===== src/rtl/elevator_call_scheduler.sv =====
// rtl/elevator_call_scheduler.sv - SCAN call scheduler feeding target/request pulses to the elevator controller
// Latches hall/car calls into a pending bitmap and sequences them one target at a time.
module elevator_call_scheduler #(
  parameter int NUM_FLOORS       = 4,
  parameter int FLOOR_W          = 2,
  parameter int REQ_PULSE_CYCLES = 2,
  parameter int ARRIVE_TIMEOUT   = 255
) (
  input  logic                  clk,
  input  logic                  reset,
  input  logic                  call_valid,
  input  logic [FLOOR_W-1:0]    call_floor,
  input  logic [FLOOR_W-1:0]    current_floor,
  input  logic                  door_open,
  input  logic                  emergency_stop,
  output logic [FLOOR_W-1:0]    target_floor,
  output logic                  up_request,
  output logic                  down_request,
  output logic [NUM_FLOORS-1:0] pending,
  output logic                  served,
  output logic [FLOOR_W-1:0]    served_floor,
  output logic                  dir_down,
  output logic                  fault,
  output logic [2:0]            sched_state
);

  localparam int SPAN = 1 << FLOOR_W;
  localparam int PW   = $clog2(REQ_PULSE_CYCLES + 1);
  localparam int TW   = $clog2(ARRIVE_TIMEOUT + 1);
  localparam logic [PW-1:0] PULSE_LAST = PW'(REQ_PULSE_CYCLES);
  localparam logic [TW-1:0] TIMEOUT    = TW'(ARRIVE_TIMEOUT);

  typedef enum logic [2:0] {
    S_IDLE     = 3'd0,
    S_DISPATCH = 3'd1,
    S_WAIT     = 3'd2,
    S_SERVICE  = 3'd3,
    S_HOLD     = 3'd4
  } state_t;

  state_t                state_q, state_d;
  logic [NUM_FLOORS-1:0] pending_q, pending_d;
  logic [FLOOR_W-1:0]    target_q, target_d;
  logic                  up_q, up_d, down_q, down_d;
  logic                  served_q, served_d;
  logic [FLOOR_W-1:0]    served_floor_q, served_floor_d;
  logic                  dir_q, dir_d;
  logic                  fault_q, fault_d;
  logic [PW-1:0]         pulse_q, pulse_d;
  logic [TW-1:0]         timer_q, timer_d;

  logic [SPAN-1:0]       cur_onehot, call_onehot, tgt_onehot;
  logic [NUM_FLOORS-1:0] set_mask, clr_mask;
  logic                  above_found, below_found;
  logic [FLOOR_W-1:0]    above_floor, below_floor, sel_floor;
  logic                  sel_dir;

  // SCAN selection: nearest pending floor ahead, else reverse and take the nearest behind.
  always_comb begin
    cur_onehot  = SPAN'(1) << current_floor;
    above_found = 1'b0;
    above_floor = '0;
    below_found = 1'b0;
    below_floor = '0;
    for (int i = NUM_FLOORS - 1; i >= 0; i--) begin
      if (pending_q[i] && FLOOR_W'(i) > current_floor) begin
        above_found = 1'b1;
        above_floor = FLOOR_W'(i);
      end
    end
    for (int i = 0; i < NUM_FLOORS; i++) begin
      if (pending_q[i] && FLOOR_W'(i) < current_floor) begin
        below_found = 1'b1;
        below_floor = FLOOR_W'(i);
      end
    end
    sel_floor = current_floor;
    sel_dir   = dir_q;
    if (|(pending_q & cur_onehot[NUM_FLOORS-1:0])) begin
      sel_floor = current_floor;
    end else if (!dir_q) begin
      if (above_found) begin
        sel_floor = above_floor;
      end else begin
        sel_floor = below_floor;
        sel_dir   = 1'b1;
      end
    end else begin
      if (below_found) begin
        sel_floor = below_floor;
      end else begin
        sel_floor = above_floor;
        sel_dir   = 1'b0;
      end
    end
  end

  always_comb begin
    state_d        = state_q;
    target_d       = target_q;
    dir_d          = dir_q;
    fault_d        = fault_q;
    up_d           = 1'b0;
    down_d         = 1'b0;
    served_d       = 1'b0;
    served_floor_d = served_floor_q;
    pulse_d        = '0;
    timer_d        = '0;
    clr_mask       = '0;
    call_onehot    = SPAN'(1) << call_floor;
    tgt_onehot     = SPAN'(1) << target_q;
    set_mask       = call_valid ? call_onehot[NUM_FLOORS-1:0] : '0;

    case (state_q)
      S_IDLE: begin
        if (|pending_q) begin
          target_d = sel_floor;
          dir_d    = sel_dir;
          state_d  = S_DISPATCH;
        end
      end
      S_DISPATCH: begin
        if (pulse_q == '0) begin
          if (target_q == current_floor) begin
            clr_mask       = tgt_onehot[NUM_FLOORS-1:0];
            served_d       = 1'b1;
            served_floor_d = target_q;
            state_d        = S_SERVICE;
          end else begin
            up_d    = target_q > current_floor;
            down_d  = target_q < current_floor;
            pulse_d = PW'(1);
          end
        end else if (pulse_q != PULSE_LAST) begin
          up_d    = up_q;
          down_d  = down_q;
          pulse_d = pulse_q + PW'(1);
        end else begin
          state_d = S_WAIT;
        end
      end
      S_WAIT: begin
        if (target_q == current_floor && door_open) begin
          clr_mask       = tgt_onehot[NUM_FLOORS-1:0];
          served_d       = 1'b1;
          served_floor_d = target_q;
          state_d        = S_SERVICE;
        end else if (timer_q == TIMEOUT) begin
          fault_d = 1'b1;
          state_d = S_IDLE;
        end else begin
          timer_d = timer_q + TW'(1);
        end
      end
      S_SERVICE: begin
        if (!door_open) state_d = S_IDLE;
      end
      S_HOLD: begin
        if (!emergency_stop) state_d = S_IDLE;
      end
      default: state_d = S_IDLE;
    endcase

    // Emergency overrides everything, including a clear that would otherwise happen this edge.
    if (emergency_stop) begin
      state_d        = S_HOLD;
      target_d       = target_q;
      dir_d          = dir_q;
      fault_d        = fault_q;
      up_d           = 1'b0;
      down_d         = 1'b0;
      served_d       = 1'b0;
      served_floor_d = served_floor_q;
      pulse_d        = '0;
      timer_d        = '0;
      clr_mask       = '0;
    end

    pending_d = (pending_q | set_mask) & ~clr_mask;
  end

  always_ff @(posedge clk) begin
    if (reset) begin
      state_q        <= S_IDLE;
      pending_q      <= '0;
      target_q       <= '0;
      up_q           <= 1'b0;
      down_q         <= 1'b0;
      served_q       <= 1'b0;
      served_floor_q <= '0;
      dir_q          <= 1'b0;
      fault_q        <= 1'b0;
      pulse_q        <= '0;
      timer_q        <= '0;
    end else begin
      state_q        <= state_d;
      pending_q      <= pending_d;
      target_q       <= target_d;
      up_q           <= up_d;
      down_q         <= down_d;
      served_q       <= served_d;
      served_floor_q <= served_floor_d;
      dir_q          <= dir_d;
      fault_q        <= fault_d;
      pulse_q        <= pulse_d;
      timer_q        <= timer_d;
    end
  end

  assign target_floor = target_q;
  assign up_request   = up_q;
  assign down_request = down_q;
  assign pending      = pending_q;
  assign served       = served_q;
  assign served_floor = served_floor_q;
  assign dir_down     = dir_q;
  assign fault        = fault_q;
  assign sched_state  = state_q;

endmodule


===== config.mk =====
export PLATFORM = sky130hd
export DESIGN_NAME = elevator_call_scheduler
export DESIGN_NICKNAME = d
export VERILOG_FILES = /design/src/rtl/elevator_call_scheduler.sv
export SDC_FILE = /design/constraint.sdc
export NUM_CORES = 1
export LEC_CHECK = 0
export CORE_UTILIZATION = 40
export CTS_CLUSTER_DIAMETER = 150
export DETAILED_ROUTE_END_ITERATION = 10
export DONT_BUFFER_PORTS = 1
export GPL_TIMING_DRIVEN = 0
export HOLD_SLACK_MARGIN = 0.15
export PLACE_DENSITY = 0.64
export SLEW_MARGIN = 5
export SYNTH_ARGS = -nofsm -noshare
export SYNTH_HDL_FRONTEND = slang
export SYNTH_SLANG_ARGS = --single-unit

===== constraint.sdc =====
create_clock -name clk -period 2.26 [get_ports clk]
set_input_delay 0.226 -clock clk [delete_from_list [all_inputs] [get_ports clk]]
set_output_delay 0.226 -clock clk [all_outputs]
set_load 0.03 [all_outputs]

# Word level (Yosys, flattened, before mapping)

Cells that the tools add are included.

Bitwise operators: 9
$add $sub $neg: 2
Multiply operators: 0
Div/mod/pow operators: 0
Reductions and logical operators: 23
Magnitude comparators: 10
Muxes and demuxes: 53
Shifts and indexed selects: 3
Equality and inequality tests: 20

Operators by type and width:

| kind                | count |
|---|---|
| $mux 2              | 15 |
| $mux 3              | 8 |
| $mux 1              | 21 |
| $mux 4              | 5 |
| $ne 3x3->1 const B  | 5 |
| $reduce_and 5->1    | 3 |
| $ne 2x2->1 const B  | 7 |
| $ne 4x4->1 const B  | 3 |
| $pmux 3 s4          | 1 |
| $shl 1x2->4 const A | 3 |
| $logic_and 1x1->1   | 9 |
| $add 8x1->8 const B | 1 |
| $and 4x4->4         | 2 |
| $eq 8x8->1 const B  | 1 |
| $pmux 4 s2          | 1 |
| $reduce_and 4->1    | 2 |
| $reduce_or 4->1     | 2 |
| $eq 3x2->1 const B  | 2 |
| $not 1->1           | 5 |
| $reduce_or 5->1     | 1 |
| $gt 1x2->1 const A  | 2 |
| $gt 2x2->1 const A  | 2 |
| $lt 1x2->1 const A  | 2 |
| $lt 2x2->1 const A  | 2 |
| 15 further kinds    | 15 |

Word-level logic and storage cells: 132
Bits in writable memories: 0
Register bits: 26
ROM bits: 0
Output and inout port bits: 16
Bits in latches: 0
Memories kept: 0

# Logic depth before layout (Yosys ltp)

Word-level depth: 9
Mapped depth: 8
Mapped depth without buffers: 6

# Worst setup path after synthesis

No wires, ideal clock.

Path type: register to register
Start point: register target_q[0], in the netlist target_floor[0]
End point: register timer_q[2]
Clock period less this slack: 1.836 ns
Arrival time: 1.772 ns
Buffers on the path: 1
Library setup time: 0.065 ns
Cell stages (with the launch flop): 8
Setup slack: 0.424 ns
Cells stage by stage: dfxtp_1 > inv_1 > ha_1 > nand3_1 > nand3_1 > or4_1 > clkbuf_1 > nor2_1

Longest elaborated chain between the ends: 3

RTL lines:

| what                             | line | RTL |
|---|---|---|
| start: declaration               | 43   | `logic [FLOOR_W-1:0] target_q, target_d;` |
| start signal: assignment         | 198  | `target_q <= target_d;` |
| $eq 2x2->1                       | 143  | `if (target_q == current_floor && door_open) begin` |
| $logic_and 1x1->1                | 143  |  |
| $reduce_or 5->1 (no source line) | --   |  |
| end signal: assignment           | 206  | `timer_q <= timer_d;` |
| end: declaration                 | 50   | `logic [TW-1:0] timer_q, timer_d;` |

Every way passes these cells.
A chain may end at the register's enable or synchronous reset.

# Final worst setup path

Start point: register target_q[1], in the netlist target_floor[1]
End point: register timer_q[4]

The elaborated chain is that of the path after synthesis.

==> metrics.csv <==
metric,value,unit
status,"finished, final reports clean",
cts_buffer_depth,2,
rsz0062_at_grt,false,
rows,21,
regToRegSetupSlack,0.23,ns
cts_tree,yes,
drt_iter0_drc,53,
ys_async_sr_fraction,0,
drive_gt1_frac,0.1676,
hold_class,in -> reg,
crit_path_max_incr_delay,0.67,ns
dp_hpwl,2.346,mm
fmax,492.2,MHz
grt_max_degree,15,
min_from,call_valid,
clock-sinks,26,
yosysSeqAreaShare,0.3549,
core,3416,µm²
critPathKind,reg -> reg,
dieWidth,62.55,µm
skew,0.008942,ns
drtPass1Iterations,4,
synth_nets,176,
tns,0,ns
finalSetupViolCount,0,
ys.flop_type,dfxtp_1,
layout_setup_ws,0.2285,ns
hold_depth,2,
cts_root_buf,clkbuf_4,
arrival,2.31,ns
wl,3.212,mm
reg2reg_depth,6,
wl_per_cell,14.67,µm
path_clk_slew,0.13,ns
tightest_slew,0.5996,ns
dieArea,3912,µm²
maxSlewHeadroom,0.5997,
synth_seq_cells,26,
grt.total_usage,0.1812,
io_buffers,0,
worstSkewPairLatency,0.33,ns
drv_cap,0,
p_per_area,543.1,nW/µm²
rr_startpoint,target_floor[1],
syn_area_per_cell,9.052,µm²
critPathMostFrequentCell,nand3_1,
dp.cells,208,
antenna_found_initial,0,
place_ws,0.1650,ns
reg2reg_to,timer_q[4],
syn_to_final_growth,11.26,%
nNetsFinal,188,
die_h,62.55,µm
crit_family,simple AND/OR/NAND/NOR gates,
numCtsBuffers,3,
power.leakage,0.5593,nW
critPathCaptureType,register,
synth_cell_types,52,
htree_levels,1,
hold_end,pending[2],
cp.required,2.53,ns
finalNonFillerCells,219,
final_antenna_net_count,0,
start_util,0.4293,
synth-edff-count,0,
antenna_cells,0,
drv_slew,0,
ios,25,
syn_area,1466,µm²
worst-path-buf-inv,1,
min_period,2.032,ns
via_per_inst,5.594,
cp_max_fo,8,
cp_cell_sequence,ha_1 > nand3_1 > nand3_1 > or4_1 > clkbuf_1 > nor2_1,
gp_congestion,0.7390,
period_share,0.8989,
cp-start-kind,register,
worst_path_max_delay_cell,dfxtp_1,
synthCells,162,
grt_pass1_vias,1299,
vias,1225,
drcViolationCount,0,
grt_pass1_wl,5.740,mm
yosysWarnings,0,
grt_overflow_total,0,
peakVddDrop,0.0004436,V
finalHoldViolations,0,
final cells by class:
class	instances	area (µm²)
flip-flops and latches	26	521.8
multi-input cells	115	852.1
clock buffers	4	36.28
inverters	11	41.29
fillers	347	1784
repair buffers	7	70.07
well taps	46	57.56
plain buffers	10	52.55
per-stage QoR:
stage | power (mW) | area [µm²] | utilization | hold WS (ns)
after global placement | 0.6358 | 1524 | 0.4462 | 0.2987
after CTS | 0.8961 | 1630 | 0.4773 | 0.1535
after detailed placement | 0.6419 | 1524 | 0.4462 | 0.3013
after global routing | 0.9368 | 1632 | 0.4777 | 0.1540
after floorplan | 0.6157 | 1466 | - | 0.2976
final | 0.8862 | 1632 | 0.4777 | 0.1596
cells by family after synthesis:
family	Yosys count	synth area share
compound gates	36	0.2005
flops	26	0.3549
buf+inv	21	0.06399
xor+xnor	6	0.03584
mux	6	0.05034
simple gates	62	0.2517
fa+ha+maj	5	0.04266
metal layers:
layer	vias up	part of all wire	global-route usage
met3	6	0.058	0.05657
met1	579	0.44	0.2103
met4	0	0.014	0.06105
met2	34	0.49	0.3125
met5	-	0	0
li1	606	-	-
synth_stat cells, types with 5 or more instances:
library cell,instances,area [µm²]
a21oi_1,6,30.03
o21ai_0,6,30.03
buf_2,5,25.02
ha_1,5,62.56
inv_1,11,41.29
nor2_1,18,67.56
nand3_1,7,35.03
dfxtp_1,26,520.5
nand2_1,9,33.78
worst max path at each step:
stage | end | depth (start not counted) | slack, ns | startpoint
6_report | timer_q[4] | 6 | 0.23 | target_floor[1]
5_1_grt | timer_q[4] | 6 | 0.10 | target_floor[1]
4_1_cts | timer_q[6] | 7 | 0.12 | target_floor[0]
3_5_place_dp | timer_q[6] | 7 | 0.16 | target_floor[0]
3_3_place_gp | timer_q[2] | 7 | 0.21 | target_floor[0]
2_1_floorplan | timer_q[2] | 7 | 0.42 | target_floor[0]
worst register-to-register path, cell delays in order, from the launching register on:
cell and delay [ns]:
dfxtp_1 0.67, ha_1 0.36, nand3_1 0.09, nand3_1 0.11, or4_1 0.41, clkbuf_1 0.20, nor2_1 0.13
flip-flops by register name (all words and copies together) (netlist names):
signal        cells
timer_q           8
pending           4
sched_state       3
pulse_q           2
served_floor      2
target_floor      2
dir_down          1
down_request      1
fault             1
served            1
up_request        1
cells in the final DEF, fill, tap and decap left out, drive strengths merged, types with 3 or more instances in the layout:
cell / Yosys / final
nor3: 7 / 7
a211oi: 5 / 5
buf: 6 / 6
dlygate4sd3: 0 / 7
o21ai: 6 / 6
or3b: 3 / 3
mux2i: 4 / 4
clkbuf: 4 / 8
a21oi: 6 / 6
nor2: 19 / 19
xnor2: 4 / 4
nand3b: 3 / 3
nand3: 7 / 7
ha: 5 / 5
dfxtp: 26 / 26
a31oi: 4 / 4
nor2b: 4 / 4
nand2: 9 / 9
inv: 11 / 11
a311oi: 3 / 3
timing repair:
item | CTS | global route
hold buffers | 7 | 0
setup buffers | 0 | 0
endpoints found under the hold margin | 7 | 0
gates resized for setup | 0 | 1
endpoints found under the setup margin | 0 | 6
power breakdown:
group          switching [mW]  internal [mW]  leakage [nW]
Combinational          0.0756         0.0615         0.327
Clock                   0.141         0.0988        0.0210
Sequential             0.0388          0.470         0.211
Note: power is estimated with default switching activity, not from simulation.
